--- config.mk ---
export PLATFORM = sky130hd
export DESIGN_NAME = div_12_bit_seq
export DESIGN_NICKNAME = d
export VERILOG_FILES = /design/src/rtl/cpu_alu_pkg.sv /design/src/rtl/cls_4_bit.sv /design/src/rtl/div_12_bit_seq.sv
export SDC_FILE = /design/constraint.sdc
export NUM_CORES = 1
export LEC_CHECK = 0
export CAP_MARGIN = 25
export CORE_ASPECT_RATIO = 1.2
export CORE_MARGIN = 2
export CORE_UTILIZATION = 53
export DETAILED_ROUTE_END_ITERATION = 6
export GPL_TIMING_DRIVEN = 0
export PLACE_DENSITY = 0.87
export SLEW_MARGIN = 10
export SYNTH_ARGS = -nofsm -noshare
export SYNTH_HDL_FRONTEND = slang
export SYNTH_SLANG_ARGS = --single-unit
--- constraint.sdc ---
create_clock -name clk -period 2.9 [get_ports clk]
set_input_delay 0.87 -clock clk [delete_from_list [all_inputs] [get_ports clk]]
set_output_delay 0.87 -clock clk [all_outputs]
set_load 0.01 [all_outputs]
--- src/rtl/cpu_alu_pkg.sv ---
// Shared definitions for the 12-bit CPU ALU slice: datapath width, divider
// FSM encodings and the step counter sizing helper.
package cpu_alu_pkg;

    localparam int DATA_WIDTH = 12;

    typedef enum logic [1:0] {
        IDLE = 2'd0,
        RUN  = 2'd1,
        DONE = 2'd2
    } div_state_e;

    function automatic int step_cnt_w(input int width);
        return $clog2(width + 1);
    endfunction

    localparam int STEP_CNT_W = step_cnt_w(DATA_WIDTH);

endpackage

--- src/rtl/cls_4_bit.sv ---
// 4-bit borrow-lookahead subtractor slice: {bout, d} = a - b - bin.
module cls_4_bit (
    input  logic [3:0] a,
    input  logic [3:0] b,
    input  logic       bin,
    output logic [3:0] d,
    output logic       bout
);

    logic [3:0] g;
    logic [3:0] p;
    logic [4:0] bw;

    // A bit generates a borrow when a=0,b=1 and passes one through when a==b.
    assign g = ~a & b;
    assign p = ~(a ^ b);

    assign bw[0] = bin;
    assign bw[1] = g[0] | (p[0] & bin);
    assign bw[2] = g[1] | (p[1] & g[0]) | (p[1] & p[0] & bin);
    assign bw[3] = g[2] | (p[2] & g[1]) | (p[2] & p[1] & g[0])
                 | (p[2] & p[1] & p[0] & bin);
    assign bw[4] = g[3] | (p[3] & g[2]) | (p[3] & p[2] & g[1])
                 | (p[3] & p[2] & p[1] & g[0]) | (p[3] & p[2] & p[1] & p[0] & bin);

    assign d    = a ^ b ^ bw[3:0];
    assign bout = bw[4];

endmodule

--- src/rtl/div_12_bit_seq.sv ---
// Multi-cycle unsigned restoring divider, one trial subtraction per clock.
// Optional macro DIV_ZERO_DETECT_EN adds a one-edge divide-by-zero shortcut.
module div_12_bit_seq
    import cpu_alu_pkg::*;
#(
    parameter int WIDTH = DATA_WIDTH
) (
    input  logic             clk,
    input  logic             rst,
    input  logic             start,
    input  logic [WIDTH-1:0] dividend,
    input  logic [WIDTH-1:0] divisor,
    output logic             busy,
    output logic             done,
`ifdef DIV_ZERO_DETECT_EN
    output logic             div_by_zero,
`endif
    output logic [WIDTH-1:0] quotient,
    output logic [WIDTH-1:0] remainder
);

    localparam int CW = step_cnt_w(WIDTH);
    localparam int NS = (WIDTH + 4) / 4;
    localparam int SW = NS * 4;

    div_state_e       state_q, state_d;
    logic [CW-1:0]    cnt_q, cnt_d;
    logic [WIDTH:0]   p_q, p_d;
    logic [WIDTH-1:0] q_q, q_d;
    logic [WIDTH-1:0] dvsr_q, dvsr_d;
    logic [WIDTH-1:0] quot_q, quot_d;
    logic [WIDTH-1:0] rem_q, rem_d;
`ifdef DIV_ZERO_DETECT_EN
    logic             dz_q, dz_d;
`endif

    logic [WIDTH:0]   s_step;
    logic [WIDTH:0]   p_step;
    logic [WIDTH-1:0] q_step;
    logic [SW-1:0]    sub_a, sub_b, sub_d;
    logic [NS:0]      bchain;
    logic             borrow;
    logic             unused_p_msb;

    assign s_step = {p_q[WIDTH-1:0], q_q[WIDTH-1]};
    assign sub_a  = SW'(s_step);
    assign sub_b  = SW'(dvsr_q);
    assign bchain[0] = 1'b0;

    for (genvar i = 0; i < NS; i++) begin : g_slice
        cls_4_bit u_slice (
            .a    (sub_a[4*i +: 4]),
            .b    (sub_b[4*i +: 4]),
            .bin  (bchain[i]),
            .d    (sub_d[4*i +: 4]),
            .bout (bchain[i+1])
        );
    end

    if (SW > WIDTH + 1) begin : g_pad
        logic unused_pad;
        assign unused_pad = ^sub_d[SW-1:WIDTH+1];
    end

    // A kept difference is below the divisor, so the extra P bit stays zero.
    assign unused_p_msb = p_q[WIDTH];

    assign borrow = bchain[NS];
    assign p_step = borrow ? s_step : sub_d[WIDTH:0];
    assign q_step = {q_q[WIDTH-2:0], ~borrow};

    always_comb begin
        state_d = state_q;
        cnt_d   = cnt_q;
        p_d     = p_q;
        q_d     = q_q;
        dvsr_d  = dvsr_q;
        quot_d  = quot_q;
        rem_d   = rem_q;
`ifdef DIV_ZERO_DETECT_EN
        dz_d    = dz_q;
`endif
        case (state_q)
            IDLE, DONE: begin
                state_d = IDLE;
                if (start) begin
                    state_d = RUN;
                    cnt_d   = '0;
                    p_d     = '0;
                    q_d     = dividend;
                    dvsr_d  = divisor;
`ifdef DIV_ZERO_DETECT_EN
                    dz_d    = 1'b0;
                    if (divisor == '0) begin
                        state_d = DONE;
                        quot_d  = '1;
                        rem_d   = dividend;
                        dz_d    = 1'b1;
                    end
`endif
                end
            end
            RUN: begin
                p_d   = p_step;
                q_d   = q_step;
                cnt_d = cnt_q + CW'(1);
                if (cnt_q == CW'(WIDTH - 1)) begin
                    state_d = DONE;
                    quot_d  = q_step;
                    rem_d   = p_step[WIDTH-1:0];
                end
            end
            default: state_d = IDLE;
        endcase
    end

    always_ff @(posedge clk) begin
        if (rst) begin
            state_q <= IDLE;
            cnt_q   <= '0;
            quot_q  <= '0;
            rem_q   <= '0;
`ifdef DIV_ZERO_DETECT_EN
            dz_q    <= 1'b0;
`endif
        end else begin
            state_q <= state_d;
            cnt_q   <= cnt_d;
            quot_q  <= quot_d;
            rem_q   <= rem_d;
`ifdef DIV_ZERO_DETECT_EN
            dz_q    <= dz_d;
`endif
        end
    end

    // Working registers are only meaningful after an accept, so no reset.
    always_ff @(posedge clk) begin
        p_q    <= p_d;
        q_q    <= q_d;
        dvsr_q <= dvsr_d;
    end

    assign busy      = (state_q == RUN);
    assign done      = (state_q == DONE);
    assign quotient  = quot_q;
    assign remainder = rem_q;
`ifdef DIV_ZERO_DETECT_EN
    assign div_by_zero = dz_q;
`endif

endmodule

# Word level (Yosys, flattened, before mapping)
# Index checks and enable logic that the tools add are counted.
# totals
regBits	66
input_bits	27
output_inout_bits	26
wordCells	117
# op_classes
n_addsub	1
eq_ne	5
mux	10
n_bitwise	88
reduce_logical	6
# op_table
cell	n
$pmux W12 S2	2
$and A1 B1 Y1	45
$mux W12	3
$or A1 B1 Y1	26
$not A4 Y4	6
$xor A4 B4 Y4	6
$and A4 B4 Y4	3
$pmux W4 S2	1
$reduce_and A2 Y1	3
$add A4 B1 Y4 const B	1
$eq A4 B4 Y1 const B	1
$mux W4	1
$not A1 Y4	1
$pmux W2 S2	1
$eq A2 B1 Y1 const B	1
$eq A2 B2 Y1 const B	1
$logic_not A2 Y1	1
$mux W2	1
$ne A2 B1 Y1 const B	1
$ne A2 B2 Y1 const B	1
$reduce_bool A2 Y1	1
$reduce_or A2 Y1	1
$mux W1	1
$not A1 Y1	1

# Longest topological paths before layout
# Gate-level depths: netlist of the first run.
# depth
depth_word	13
ltp_mapped	10
ltp_nobuf	10

# Modules after synthesis
# From an unflattened synthesis of the first run, not the netlist that was laid out.
# hier_totals
cells_unflattened	301
area_unflattened_um2	3303.2
# modules_own_cells
mod	instances	cells_per_inst	area_per_inst_um2	seq_area_each_um2
div_12_bit_seq	1	193	2502.4	1681.6
cls_4_bit	4	27	200.2	0.0

# Worst setup path after synthesis of the first run
# OpenSTA, ideal clock, no wires.
# synth_timing
kind	reg2reg
start	register p_q[0]
end	register p_q[8] (data pin)
setup_ns	0.266
t_arrival_ns	2.265
t_required_ns	2.634
setup_slack_ns	0.369
path_stages_with_launch	10
n_path_buf	0
synth_period_minus_slack_ns	2.531
path_cell_list	edfxtp_1 > inv_1 > ha_1 > a41o_1 > and4_1 > a2111oi_4 > o21ba_2 > fa_1 > mux2i_1 > nor2_1
# synth_between
elab_chain_cells	12
# synth_rtl
element	line_no	rtl
start: declaration	div_12_bit_seq.sv:28	logic [WIDTH:0] p_q, p_d;
start signal: assignment	div_12_bit_seq.sv:139	p_q <= p_d;
$not A4 Y4 / $xor A4 B4 Y4 (equally long branches)	cls_4_bit.sv:15, cls_4_bit.sv:16	
$and A4 B4 Y4 / $not A4 Y4 (equally long branches)	cls_4_bit.sv:15, cls_4_bit.sv:16	
$and A1 B1 Y1 (on tied branches)	cls_4_bit.sv:23, cls_4_bit.sv:24	
$or A1 B1 Y1 / $and A1 B1 Y1 (equally long branches)	cls_4_bit.sv:23, cls_4_bit.sv:24	
$or A1 B1 Y1 (*)	cls_4_bit.sv:24	| (p[3] & p[2] & p[1] & g[0]) | (p[3] & p[2] & p[1] & p[0] & bin);
$and A1 B1 Y1 (*)	cls_4_bit.sv:24	
$or A1 B1 Y1 (*)	cls_4_bit.sv:24	
$and A1 B1 Y1	cls_4_bit.sv:24	
$or A1 B1 Y1	cls_4_bit.sv:24	
$and A1 B1 Y1	cls_4_bit.sv:24	
$mux W12 (*)	div_12_bit_seq.sv:69	assign p_step = borrow ? s_step : sub_d[WIDTH:0];
$pmux W12 S2 (*)	div_12_bit_seq.sv:83	case (state_q)
# Every way passes the cells marked *; elsewhere a longest branch is shown, timed or not.
# A chain may end at the register's enable or synchronous reset.

# Final worst setup path of the first run
# layout_timing
start	register state_q[1]
end	output busy
# layout_between
elab_chain_cells	1
# layout_rtl
element	line_no	rtl
start: declaration	div_12_bit_seq.sv:26	div_state_e state_q, state_d;
start signal: assignment	div_12_bit_seq.sv:127	state_q <= state_d;
$eq A2 B1 Y1	div_12_bit_seq.sv:144	assign busy = (state_q == RUN);
end: declaration	div_12_bit_seq.sv:13	output logic busy,
# Every way passes these cells.

==> impl_results.md, run 1 <==
- # Max-Cap Violations: 0
- Comb pwr share: 22.5%
- I/O Buffers: 52
- Cell area after layout: 3914 µm²
- Via density: 5.378
- Sw frac: 28.92%
- Crit path max fanout: 10
- Row count: 30
- Post-Syn Area: 3104 µm²
- Fmax: 356.5 MHz
- Global-route wire length before repair: 10.29 mm
- RSZ-0062 raised after global routing: no
- Internal power: 1.621 mW
- Sequential power share: 48.5%
- Core area: 5668 µm²
- Max transition margin: 57.56%
- Post-route minimum period: 2.805 ns
- YS warnings: 0
- Lkg Pwr: 1.559 nW
- CTS buffer count: 9
- Pwr/cell area: 582.6 nW/µm²
- Die W: 73.87 µm
- CP Capture Type: output pin
- Hold slack: 0.4559 ns
- Post-Place Cell Area: 3725 µm²
- Critical-path top delay cell: clkdlybuf4s50_1
- Clock Latency Late Sink: 0.34 ns
- Vias in the first global route: 2213
- Final setup TNS: 0 ns
- Synthesis-to-finish area growth: 26.08%
- Drt pass-1 iters: 4
- Post-layout nets: 409
- Routed vias: 2420
- Worst slew pin tran: 0.6360 ns
- GR peak layer: met2
- Yosys top cell area share: 34.82%
- Hold violation count in the final report: 0
- Placed insts: 434
- Worst EP required: 2.03 ns
- Mapped Nets: 345
- NetSw: 659.5 µW
- Number of diodes: 0
- Die ar.: 6488 µm²
- Post-synth top cells: nand2_1 (67), edfxtp_1 (36), dfxtp_1 (30)
- Clock tree buffer depth: 2
- Mapped Cells: 302
- Most numerous cell in the Yosys netlist: nand2_1
- Setup Skew: 0.005271 ns
- Total grt overflow: 0
- Synth Area per Inst: 10.28 µm²
- Async SR Flop Fraction: 0%
- Fin cells: 450
- Clock network power share: 29.0%
- HP Class: reg2reg
- Met1 Usage GRT: 27.28%
- Status: finished clean
- Clock-pin slew on the worst setup and hold paths: 0.07 ns
- DP Wirelength: 4.688 mm
- Buf+Inv Stages, Crit Path: 4
- Synth area leaders: edfxtp_1 (35%), dfxtp_1 (19%), nand2_1 (8.1%)
- HP Start: quotient[1]
- Yosys cell types: 40
- Multi-input gate area: 1254 µm²
- Clk sinks: 66
- Total Routing Usage GR: 21.73%
- Crit-path max cell delay: 0.55 ns
- Starting Density: 54.77%
- Critical path arrival: 1.93 ns
- # setup viols final: 0
- Proportion of layout cells with a drive suffix above 1: 8.378%
- Pin count of the biggest net entering global routing: 25
- Detail Route Antenna Nets: 0
- DR WL/cell: 14.87 µm
- Most common flop cell mapped by yosys: edfxtp_1
- Worst-path cell chain: nand2b_1 -> clkbuf_4 -> clkinv_2 -> clkbuf_4 -> clkdlybuf4s50_1
- Clk Tree Root Cell: clkbuf_8
- Maximum VDD drop: 0.0003468 V
- Initial antenna violation count: 0
- DR iter-0 viols: 178
- Post-synthesis sequential area ratio: 54.17%
- Placer Congestion: 0.7946
- Tcrit/Tclk final: 96.71%
- RR Startpoint: p_q[1]
- # fillers: 396
- Cell taking the most area after synthesis: edfxtp_1
- Final WL: 6.690 mm
- Met3 usage in global routing: 5.063%
- Crit path kind: reg2out
- Slew Viols, Final: 0
- CTS H-tree lvls: 3
- Number of synthesized flops with an enable pin: 36
- Ports: 53
- CTS tree: done
- Yosys reg bits: 66
- Total power: 2.280 mW
- Global Route met2 Usage: 34.90%
- Crit. Startpoint: state_q[1]
- Storage cell area: 1682 µm²
- Top delay family on crit path: buffers and inverters
- Crit path launch type: flip-flop
- Die height: 87.84 µm
- # DRC: 0
- Most frequent cell on the critical path: clkbuf_4
[routing by layer]
metal  vias to the layer above  wire length, µm
li1                       1160                -
met1                      1147             2690
met2                        99             3353
met3                        14              474
met4                         0              172
met5                         -                0
[through the flow]
step                setup slack, ns  util [%]
floorplan                    0.3690         -
global placement            -0.2397     65.72
detailed placement          -0.2998     65.72
CTS                         0.04022     68.63
global route                0.01281     69.05
finish                      0.09528     69.05
[state kept, by name (all words and copies together) (netlist names)]
| name | count |
|---|---|
| dvsr_q | 12 |
| p_q | 12 |
| q_q | 12 |
| quotient | 12 |
| remainder | 12 |
| cnt_q | 4 |
| state_q | 2 |
[layout by cell type (no fill, tap or decap), drive strengths merged, types with 2 or more instances in the layout]
cell	instances
xor2	4
o21a	3
a21oi	20
a211oi	6
nor2	28
mux2i	9
a21o	3
dfxtp	30
o21ai	10
clkinv	3
xnor2	3
nand2	67
nor2b	3
nand3	3
nor3	2
or2	2
fa	3
ha	13
clkbuf	23
buf	3
nand2b	3
nand3b	7
clkdlybuf4s50	52
edfxtp	36
nand4	2
inv	22
[path summary, 6_finish.rpt]
| path | cells after the start | to | slack, ns |
|---|---|---|---|
| worst max register to register | 9 | p_q[8] | 0.14 |
| worst min register to register | 2 | quotient[1] | 0.46 |
| worst max-delay path | 5 | busy | 0.1 |
| worst min-delay path | 2 | quotient[1] | 0.46 |
[cells by family after synthesis]
logic type	count (synthesis)	share of synthesized area [%]
multiplexers	10	3.265
XOR/XNOR	7	1.975
adder cells (fa/ha/maj)	16	7.175
buffers and inverters	35	5.562
AND/OR/NAND/NOR	119	16.49
AO/OA/AOI/OAI	49	11.37
flip-flops	66	54.17
[worst register-to-register path, stage by stage (launching register included)]
cell and delay [ns]:
edfxtp_1 0.41, inv_1 0.08, ha_1 0.27, a41o_1 0.27, and4_1 0.23, a2111oi_4 0.35, o21ba_2 0.20, fa_1 0.42
mux2i_2 0.22, nor2_1 0.06
[layout make-up]
type | instances | area share (%)
flip-flops and latches | 66 | 42.97
multi-input cells | 201 | 32.03
repair buffers | 53 | 13.68
clock buffers | 12 | 3.708
well taps | 80 | 2.558
plain buffers | 13 | 2.494
inverters | 22 | 2.142
clock inverters | 3 | 0.4156
[power by group through the flow]
stage                     clock (mW)  sequential, mW  combinational (mW)
final                          0.661            1.11               0.513
after global routing           0.703            1.11               0.562
after CTS                      0.670            1.11               0.502
after detailed placement           0            1.12               0.496
after global placement             0            1.12               0.474
after floorplan                    0            1.11               0.367
[what timing repair did]
item	4_1_cts	5_1_grt
hold buffers	0	0
pin swaps	0	0
buffers inserted	0	0
endpoints found under the setup margin	1	2
resized for setup	3	5
(Power assumes the default switching activity.)
==> run 2: changes to the inputs <==
--- a/config.mk
+++ b/config.mk
@@ -12,7 +12,7 @@
 export DETAILED_ROUTE_END_ITERATION = 6
 export GPL_TIMING_DRIVEN = 0
 export PLACE_DENSITY = 0.87
-export SLEW_MARGIN = 10
+export SLEW_MARGIN = 20
 export SYNTH_ARGS = -nofsm -noshare
 export SYNTH_HDL_FRONTEND = slang
 export SYNTH_SLANG_ARGS = --single-unit
==> results of run 2 <==
Same layout as run 1: the final DEF is identical, and so are final timing and power.
